--- config.mk ---
export PLATFORM = sky130hd
export DESIGN_NAME = ws2812_serializer
export DESIGN_NICKNAME = d
export VERILOG_FILES = /design/src/rtl/ws2812_pkg.sv /design/src/rtl/ws2812_bit_cell.sv /design/src/rtl/ws2812_serializer.sv
export SDC_FILE = /design/constraint.sdc
export NUM_CORES = 1
export LEC_CHECK = 0
export BUFFER_PORTS_ARGS = -buffer_cell sky130_fd_sc_hd__clkbuf_2
export CORE_MARGIN = 4
export CORE_UTILIZATION = 59
export CTS_CLUSTER_SIZE = 30
export DETAILED_ROUTE_END_ITERATION = 6
export GPL_TIMING_DRIVEN = 1
export PLACE_DENSITY = 0.95
export SYNTH_ARGS = -nofsm -noshare
export SYNTH_HDL_FRONTEND = slang
export SYNTH_SLANG_ARGS = --single-unit
--- constraint.sdc ---
create_clock -name clk -period 3.4 [get_ports clk]
set_input_delay 0.17 -clock clk [delete_from_list [all_inputs] [get_ports clk]]
set_output_delay 0.17 -clock clk [all_outputs]
set_load 0.02 [all_outputs]
--- src/rtl/ws2812_pkg.sv ---
// Shared timing constants and FSM state type for the WS2812 pixel serializer.
package ws2812_pkg;

    localparam int unsigned CYCLES_PER_BIT = 15;
    localparam int unsigned T0H_CYCLES     = 5;
    localparam int unsigned T1H_CYCLES     = 10;
    localparam int unsigned BITS_PER_PIXEL = 24;

    localparam int unsigned CELL_W = $clog2(CYCLES_PER_BIT);
    localparam int unsigned BIT_W  = $clog2(BITS_PER_PIXEL);

    typedef enum logic [1:0] {
        IDLE,
        ARMED,
        TX,
        HOLD
    } state_t;

endpackage

--- src/rtl/ws2812_bit_cell.sv ---
// One WS2812 bit cell: free-running cell counter while enabled and the
// high-time compare that decides the line level for the current cycle.
module ws2812_bit_cell
    import ws2812_pkg::*;
(
    input  logic clk,
    input  logic rst,
    input  logic en,
    input  logic bit_val,
    output logic level,
    output logic cell_end
);

    logic [CELL_W-1:0] cell_cnt;

    always_ff @(posedge clk) begin
        if (rst || !en) begin
            cell_cnt <= '0;
        end else if (cell_end) begin
            cell_cnt <= '0;
        end else begin
            cell_cnt <= cell_cnt + 1'b1;
        end
    end

    always_comb begin
        cell_end = en && (cell_cnt == CELL_W'(CYCLES_PER_BIT - 1));
        level    = en && (cell_cnt < (bit_val ? CELL_W'(T1H_CYCLES) : CELL_W'(T0H_CYCLES)));
    end

endmodule

--- src/rtl/ws2812_serializer.sv ---
// WS2812 pixel serializer: GRB colour captured on load, shifted MSB first.
// Define WS2812_PROTO_ERR_EN to add the sticky protocol-error output err.
module ws2812_serializer
    import ws2812_pkg::*;
(
    input  logic       clk,
    input  logic       rst,
    input  logic       load_sreg,
    input  logic       transmit_pixel,
    input  logic [7:0] red,
    input  logic [7:0] green,
    input  logic [7:0] blue,
    output logic       data_out,
    output logic       busy,
    output logic       pixel_done
`ifdef WS2812_PROTO_ERR_EN
    ,
    output logic       err
`endif
);

    state_t                    state;
    logic [BITS_PER_PIXEL-1:0] sreg;
    logic [BIT_W-1:0]          bit_cnt;
    logic                      tx_en;
    logic                      level;
    logic                      cell_end;
    logic                      last_cell;

    always_comb begin
        tx_en     = (state == TX);
        last_cell = cell_end && (bit_cnt == BIT_W'(BITS_PER_PIXEL - 1));
    end

    ws2812_bit_cell u_cell (
        .clk      (clk),
        .rst      (rst),
        .en       (tx_en),
        .bit_val  (sreg[BITS_PER_PIXEL-1]),
        .level    (level),
        .cell_end (cell_end)
    );

    always_ff @(posedge clk) begin
        if (rst) begin
            state      <= IDLE;
            sreg       <= '0;
            bit_cnt    <= '0;
            data_out   <= 1'b0;
            busy       <= 1'b0;
            pixel_done <= 1'b0;
        end else begin
            data_out   <= 1'b0;
            pixel_done <= 1'b0;
            unique case (state)
                IDLE, HOLD: begin
                    if (load_sreg) begin
                        sreg  <= {green, red, blue};
                        state <= ARMED;
                    end else if (state == HOLD && !transmit_pixel) begin
                        state <= IDLE;
                    end
                end
                ARMED: begin
                    if (load_sreg) begin
                        sreg <= {green, red, blue};
                    end
                    if (transmit_pixel) begin
                        state   <= TX;
                        bit_cnt <= '0;
                        busy    <= 1'b1;
                    end
                end
                TX: begin
                    // The final cell completes even if the slot ends on the same
                    // cycle, so a 360-cycle transmit level yields a full pixel.
                    if (last_cell) begin
                        state      <= HOLD;
                        busy       <= 1'b0;
                        pixel_done <= 1'b1;
                    end else if (!transmit_pixel) begin
                        state <= IDLE;
                        busy  <= 1'b0;
                    end else begin
                        data_out <= level;
                        if (cell_end) begin
                            sreg    <= sreg << 1;
                            bit_cnt <= bit_cnt + 1'b1;
                        end
                    end
                end
                default: state <= IDLE;
            endcase
        end
    end

`ifdef WS2812_PROTO_ERR_EN
    always_ff @(posedge clk) begin
        if (rst) begin
            err <= 1'b0;
        end else if ((state == TX && load_sreg) ||
                     (state == IDLE && transmit_pixel) ||
                     (state == TX && !last_cell && !transmit_pixel)) begin
            err <= 1'b1;
        end
    end
`endif

endmodule

* Yosys cells after proc, flatten, opt, wreduce, memory -nomap -nowiden
Index checks and enable logic that the tools add are counted.
** Word-level totals
- Word-level logic and storage cells :: 64
- Register bits after elaboration :: 38
- Input port bits :: 28
** Cells by class
- Bitwise gates (word level) :: 2
- Add/subtract/negate cells :: 2
- Order comparisons :: 1
- Eq/ne operators :: 12
- Reductions and logical operators :: 18
- Mux-type cells :: 22
** Operator list (number)
- $mux 24 :: 4
- $pmux 24 s2 :: 1
- $mux 5 :: 4
- $mux 2 :: 5
- $pmux 5 s2 :: 1
- $ne 2x2->1 const B :: 4
- $ne 3x3->1 const B :: 2
- $pmux 2 s3 :: 1
- $reduce_and 3->1 :: 2
- $reduce_or 2->1 :: 3
- $add 5x1->5 const B :: 1
- $eq 5x5->1 const B :: 1
- $reduce_and 5->1 :: 1
- $add 4x1->4 const B :: 1
- $eq 2x2->1 const B :: 2
- $eq 4x4->1 const B :: 1
- $logic_and 1x1->1 :: 4
- $lt 4x4->1 :: 1
- $mux 1 :: 4
- $mux 4 :: 1
- $reduce_and 4->1 :: 1
- $reduce_or 4->1 :: 1
- $reduce_or 3->1 :: 1
- $eq 2x1->1 const B :: 1
- other kinds (7) :: 9

* Depth between registers and ports, before layout
Gate-level depths: netlist (run 1).
- Depth after elaboration :: 6
- Mapped depth :: 7
- Gate-level depth less buffers :: 6

* Hierarchy
A second synthesis (run 1) with hierarchy kept.
** Second synthesis, totals
- Cell total of the unflattened synthesis :: 213
- Area total of the unflattened synthesis :: 2009.4 um^2
** Modules (own cells, without submodules)
- ws2812_serializer :: instances 1, seq. area each 680.7 um^2, cells each 186, area an instance 1767.9 um^2
- ws2812_bit_cell :: instances 1, seq. area each 80.1 um^2, cells each 27, area an instance 241.5 um^2

* Least setup slack after synthesis (run 1)
OpenSTA, ideal clock, no wires.
- Kind :: register to register
- Start :: register bit_cnt[0]
- End :: register sreg[10]
- Path buffers :: 2
- Setup slack :: 1.693 ns
- Cell stages (with the launch flop) :: 8
- Data required time :: 3.278 ns
- Library setup time :: 0.122 ns
- Arrival time :: 1.585 ns
- Cells stage by stage :: dfxtp_1 -> ha_1 -> and4b_1 -> buf_6 -> nor3_4 -> nor3_2 -> buf_6 -> a221o_1
** Between the ends
- Word-level cells in the longest chain between the ends :: 4
** Ends and longest elaborated chain
- start: declaration :: RTL line ws2812_serializer.sv:24 : logic [BIT_W-1:0] bit_cnt;
- start signal: assignment :: RTL line ws2812_serializer.sv:88 : bit_cnt <= bit_cnt + 1'b1;
- $eq 5x5->1 :: RTL line ws2812_serializer.sv:32 : last_cell = cell_end && (bit_cnt == BIT_W'(BITS_PER_PIXEL - 1));
- $logic_and 1x1->1 :: RTL line ws2812_serializer.sv:32
- $ne 2x2->1 (no line)
- $reduce_and 4->1 (no line)
- end signal: assignment :: RTL line ws2812_serializer.sv:58 : sreg <= {green, red, blue};
- end signal: assignment :: RTL line ws2812_serializer.sv:66 : sreg <= {green, red, blue};
- end signal: assignment :: RTL line ws2812_serializer.sv:87 : sreg <= sreg << 1;
- end: declaration :: RTL line ws2812_serializer.sv:23 : logic [BITS_PER_PIXEL-1:0] sreg;
No other way between the ends.
A chain may end at the register's enable or synchronous reset.

* Worst setup path after layout (run 1)
- Start :: register state[1]
- End :: register sreg[1]
** Between the ends
- Word-level cells in the longest chain between the ends :: 5
** Ends and longest elaborated chain
- start: declaration :: RTL line ws2812_serializer.sv:22 : state_t state;
- start signal: assignment :: RTL line ws2812_serializer.sv:46 : state <= IDLE;
- start signal: assignment :: RTL line ws2812_serializer.sv:59 : state <= ARMED;
- start signal: assignment :: RTL line ws2812_serializer.sv:61 : state <= IDLE;
- $eq 2x2->1 :: RTL line ws2812_serializer.sv:31, ws2812_serializer.sv:55
- $logic_and 1x1->1 :: RTL line ws2812_bit_cell.sv:27 : cell_end = en && (cell_cnt == CELL_W'(CYCLES_PER_BIT - 1));
- $logic_and 1x1->1 :: RTL line ws2812_serializer.sv:32
- $ne 2x2->1 (no line)
- $reduce_and 4->1 (no line)
Parallel ways exist; a longest one is shown, timed or not.

==> metrics.txt, run 1 <==
Placeable Area=0.00281 mm^2; Cell Pwr Density=480 mW/mm^2; Hold Slack=47.8 ps; synth warn=0; peak supply drop=0.000275 V; number of port buffers=30; Net Count, Synth=213; Final Core Density=a little over two thirds; CP max FO=23; Top FF cell, synth=dfxtp_1; unique cell type count in the Yosys netlist=40; most common cell in the netlist=dfxtp_1; drc violations=0; die extent in y=62.6 um; hpwl dp=between 2 and 2.5 mm; vias per cell=~6; post-cts hold buffer count=0; Die ar.=0.00392 mm^2; Root Driver=clkbuf_4; register area share after synthesis=between 40 and 50%; ys async rst share=0%; largest area contributor in the netlist=dfxtp_1; crit path cell chain=ha_1 -> nand2_1 -> or2_2 -> nor2_4 -> a221o_1; Worst slew margin=36.1%; grt total ovfl=0; Finished Cell Area=0.00196 mm^2; Antenna Diode Count=0; DRT Pass-1 Iters=4; most area-consuming cells after synthesis=dfxtp_1 (43%), a221o_1 (13%), and2_1 (7.8%); final setup fails=0; # IOs=31; number of synthesized register bits=38; post-route ant nets=0; maxcap violations=0; Skew-Pair Late Insertion Delay=350 ps; post-place instance area=0.00189 mm^2; CP top delay family=simple AND/OR/NAND/NOR gates; initial antenna violation count=0; Chip Width=roughly 63 um; FMAX=455 MHz; CTS tree=done; NumNets Final=242; Mean Syn Cell Area=10.0 um^2; Leak=0.822 nW; Worst R2R Setup Slack=1200 ps; share of cells above drive strength 1=between 20% and 30%; Worst Hold Class=in -> reg; crit path DAT=2490 ps; Post-synth top cells=dfxtp_1 (38), a221o_1 (22), and2_1 (22), nor2_1 (10), ha_1 (9); Tcrit/Tclk final=64.7%; DR vias=approximately 1400; Num CTS Buffers=5; row count=19; slowest stage delay, CP=~430 ps; Setup Fix Bufs, Post-CTS=0; first-pass GRT wire length=5.72 mm; number of flops mapped to enable cells by yosys=0; Clock Tree Buf Depth=2; post-CTS sizing=0; drt wl/cell=13.7 um; vias in the first global route=1359; crit start category=register; Setup TNS=0 ps; largest net degree at the start of global routing=24; final slew viol count=0; worst-case clock skew=~13 ps; Fin. Hold Viols=0; Synth top area share=between 40% and 50%; Starting Density=between 60 and 70%; Syn-to-layout area delta=11.2%; H-Tree Depth=2; DRT iter0 DRCs=72; Gate Count Post-Synth=176; clk sinks=38; WP data required=3690 ps; critical path class=reg -> reg; status=complete, no violations; CP bufs+invs=0; CP endpoint kind=register; clk slew on worst S/H paths=110 ps; post-detailed-routing wire length=3.24 mm; setup repair after global routing missed its margin=no; GRT Util Overall=17.8%; Placer Congestion=0.902; area of the mapped netlist=0.00176 mm^2; Worst path slowest cell=ha_1; Worst Tran Pin Value=approximately 950 ps; crit path time final=2200 ps
kinds of logic after synthesis:
kind of cell	Yosys count	synth area share [%]
mux	1	0.568
flops	38	43.2
simple gates	68	23.1
fa+ha+maj	9	6.39
xor+xnor	4	1.99
compound gates	42	20.1
buf+inv	14	4.69
metal layers:
| metal | wire (um) | vias to the layer above | part of all wire, % | global-route usage [%] |
|---|---|---|---|---|
| met3 | 152 | 5 | 4.7 | 5.40 |
| met2 | 1560 | 34 | 48 | 30.0 |
| met4 | 33 | 0 | 1.0 | 6.06 |
| met5 | 0 | - | 0 | 0 |
| li1 | - | 717 | - | - |
| met1 | 1500 | 632 | 46 | 21.6 |
worst paths after layout:
check | depth (start not counted) | endpoint | from
min | 2 | sreg[0] | blue[0]
min reg2reg | 1 | sreg[18] | sreg[17]
max | 5 | sreg[1] | state[1]
max reg2reg | 5 | sreg[1] | state[1]
registers in the layout (all words and copies together) (netlist names):
name	count
bit_cnt	5
busy	1
data_out	1
pixel_done	1
sreg	24
state	2
u_cell.cell_cnt	4
area by class of cell:
class                           instances  area (um^2)
Fill cell                             223          847
Clock buffer                            6         51.3
Timing Repair Buffer                   31          158
Multi-Input combinational cell        124          918
Inverter                                5         18.8
Clock inverter                          2         12.5
Sequential cell                        38          761
Tap cell                               31         38.8
metrics by stage:
step,total power (W),cells,worst slack [ps]
2_1_floorplan,0.000653,176,1690
3_3_place_gp,0.000695,229,1310
3_5_place_dp,0.000699,229,1240
4_1_cts,0.000950,237,1210
5_1_grt,0.000998,237,971
6_report,0.000940,237,1200
placed cells by master, fill, tap and decap left out, types with 2 or more instances in the layout:
master and count:
inv_1 5, nand3_1 6, nand2b_1 2, clkbuf_2 30, nor3_1 3, clkbuf_4 5, nor2b_1 4, a2111oi_0 2
a21oi_1 4, dfxtp_1 38, ha_1 9, nor2_1 10, o21ai_0 4, a221o_1 22, nor4_1 3, and2_1 22
xnor2_1 3, a31oi_1 2, a21o_1 2, nand2_1 6, or3_1 2
power by group:
part           switching (W)  internal (W)
Combinational      0.0000920     0.0000850
Sequential         0.0000279      0.000486
Clock               0.000150     0.0000995
Power figures use the tool's default switching activity.
==> run 2, diff against run 1 <==
--- a/config.mk
+++ b/config.mk
@@ -7,11 +7,11 @@
 export LEC_CHECK = 0
 export BUFFER_PORTS_ARGS = -buffer_cell sky130_fd_sc_hd__clkbuf_2
 export CORE_MARGIN = 4
-export CORE_UTILIZATION = 59
+export CORE_UTILIZATION = 54
 export CTS_CLUSTER_SIZE = 30
 export DETAILED_ROUTE_END_ITERATION = 6
 export GPL_TIMING_DRIVEN = 1
-export PLACE_DENSITY = 0.95
+export PLACE_DENSITY = 0.88
 export SYNTH_ARGS = -nofsm -noshare
 export SYNTH_HDL_FRONTEND = slang
 export SYNTH_SLANG_ARGS = --single-unit
==> constraint.sdc (replaced) <==
create_clock -name clk -period 2.1 [get_ports clk]
set_input_delay 0.105 -clock clk [delete_from_list [all_inputs] [get_ports clk]]
set_output_delay 0.105 -clock clk [all_outputs]
set_load 0.02 [all_outputs]
==> run 2 against run 1 <==
Net effect: first-iteration DRC count up 9.7%; critical path type unchanged; largest power group unchanged; design area is 4.9% higher; combinational power is 68% higher.
==> metrics.txt, run 2 (synthesis gave the netlist of run 1 again) <==
hold path depth=3 (+1); Clk pwr share=35.6% (+9.1 points); post-route ant nets=0 (unchanged); Num CTS Buffers=5 (unchanged); final setup fails=0 (unchanged); drt wl/cell=14.0 um (+2.2%); final slew viol count=0 (unchanged); Setup TNS=0 ps (unchanged); most common cell after layout, fill and taps aside=dfxtp_1; RR Startpoint=bit_cnt[0]; vias in the first global route=1272 (-6.4%); crit path DAT=2250 ps (-240 ps); post-place instance area=0.00193 mm^2 (+1.7%); Chip Width=65.1 um (+3.9%); peak supply drop=0.000508 V (+85%); Filler Cell Count=244 (+9.4%); maxcap violations=0 (unchanged); NumNets Final=246 (+1.7%); worst-case clock skew=3.62 ps (-8.90 ps); number of port buffers=30 (unchanged); Root Driver=clkbuf_4; Syn-to-layout area delta=16.5%; Hold Path Sink=sreg[2]; Placer Congestion=0.803 (-11%); Die ar.=0.00424 mm^2 (+8.0%); row count=20 (+1); Tcrit/Tclk final=93.2% (+29 points); status=complete, no violations; Worst Hold Class=in -> reg; Worst R2R Setup Slack=140 ps (-1060 ps); grt total ovfl=0 (unchanged); Clock Tree Buf Depth=2 (unchanged); WP data required=2400 ps (-1290 ps); clk sinks=38 (unchanged); most frequent cells in the layout=dfxtp_1 (38), clkbuf_2 (30), and2_1 (22), a221o_1 (22), nor2_1 (10); Reg power frac=47.5% (-7.2 points); DRT iter0 DRCs=79 (+9.7%); Cell Pwr Density=856 mW/mm^2 (+78%); GRT Util Overall=17.6% (-0.29 points); Leak=0.858 nW (+4.4%); critical path class=reg -> reg; largest net degree at the start of global routing=24 (unchanged); setup repair after global routing missed its margin=no; share of cells above drive strength 1=22.4% (+1.0 points); hpwl dp=2.41 mm (+1.4%); H-Tree Depth=2 (unchanged); Starting Density=57.2% (-5.6 points); CP endpoint kind=register; FMAX=511 MHz (+12%); initial antenna violation count=0 (unchanged); largest reg by FF count=sreg; vias per cell=5.60 (-4.3%); Setup Fix Bufs, Post-CTS=0 (unchanged); Antenna Diode Count=0 (unchanged); Finished Cell Area=0.00205 mm^2 (+4.9%); Top Registers=sreg x24, bit_cnt x5, u_cell.cell_cnt x4; RR Endpoint=sreg[14]; clk slew on worst S/H paths=120 ps (about the same); Worst Tran Pin Value=403 ps (-552 ps); CTS tree=done; Skew-Pair Late Insertion Delay=350 ps (about the same); Min-Delay Startpoint=blue[2]; Internal Pwr Total=0.00130 W (+94%); switching share of total power=25.8% (-2.9 points); first-pass GRT wire length=5.72 mm (unchanged); Reg2Reg Depth=6 (+1); crit path time final=1960 ps (-241 ps); CP max FO=20 (-13%); Fin. Hold Viols=0 (unchanged); # IOs=31 (unchanged); DRT Pass-1 Iters=4 (unchanged); drc violations=0 (unchanged); die extent in y=65.1 um (+3.9%); DR vias=1423 (+2.5%); max FFs per register=24 (unchanged); crit start category=register; Logic pwr share=17.0% (-1.8 points); Worst slew margin=72.5% (+36 points); Placeable Area=0.00308 mm^2 (+9.7%); Switch Pwr=0.000454 W (+68%); Worst Setup SP=bit_cnt[0]; post-detailed-routing wire length=3.55 mm (+9.6%)
## run 2: changes by cell type in the layout (fill, tap and decap cells not counted), sizes merged
cell / previous run / this run
bufinv: 0 / 2
clkbuf: 36 / 35
buf: 1 / 3
clkinvlp: 1 / 0
dlygate4sd3: 0 / 1
nor2: 11 / 12
## run 2: per-stage QoR
stage	hold slack, ps	std cells	power, W	setup WS (ps)	util (%)
final	38.2	254	0.00176	143	66.7
after global placement	334	244	0.00114	256	62.6
after floorplan	238	176	0.00106	393	-
after CTS	24.1	253	0.00177	135	66.3
after detailed placement	339	244	0.00114	219	62.6
after global routing	40.1	254	0.00184	72.3	66.7
## run 2: critical path: stages, from the launching register on
cell     delay (ps)
dfxtp_1         410
ha_1            230
and4b_1         360
nor3_4           80
nor3_2          290
buf_4           310
a221o_1         210
## run 2: worst max path at each step
stage / cells after the start / slack [ps] / end
floorplan: 7 / 390 / sreg[10]
global placement: 6 / 260 / sreg[6]
detailed placement: 6 / 220 / sreg[20]
CTS: 5 / 140 / sreg[14]
global route: 6 / 70 / sreg[14]
finish: 6 / 140 / sreg[14]
## run 2: layer usage
metal	vias to the layer above	global-route usage, %	part of all wire, %
li1	718	-	-
met1	662	21.4	45
met2	36	28.7	47
met3	7	5.64	5.8
met4	0	6.99	1.6
met5	-	0	0
## run 2: power groups by stage
stage	clock network [W]	logic [W]	registers, W
3_5_place_dp	0	0.000293	0.000848
6_report	0.000625	0.000298	0.000834
3_3_place_gp	0	0.000289	0.000846
4_1_cts	0.000637	0.000298	0.000835
2_1_floorplan	0	0.000209	0.000849
5_1_grt	0.000667	0.000336	0.000843
## run 2: repair_timing
action | CTS | global route
gates resized for setup | 0 | 1
hold endpoints to repair | 1 | 0
setup endpoints to repair | 0 | 4
hold buffers | 1 | 0
## run 2: final cells by class
class,count,area [um^2],area share (%)
inverters,5,18.8,0.914
multi-input cells,125,930,45.3
well taps,44,55.1,2.68
repair buffers,34,183,8.90
clock inverters,3,68.8,3.35
flip-flops and latches,38,761,37.1
clock buffers,5,37.5,1.83
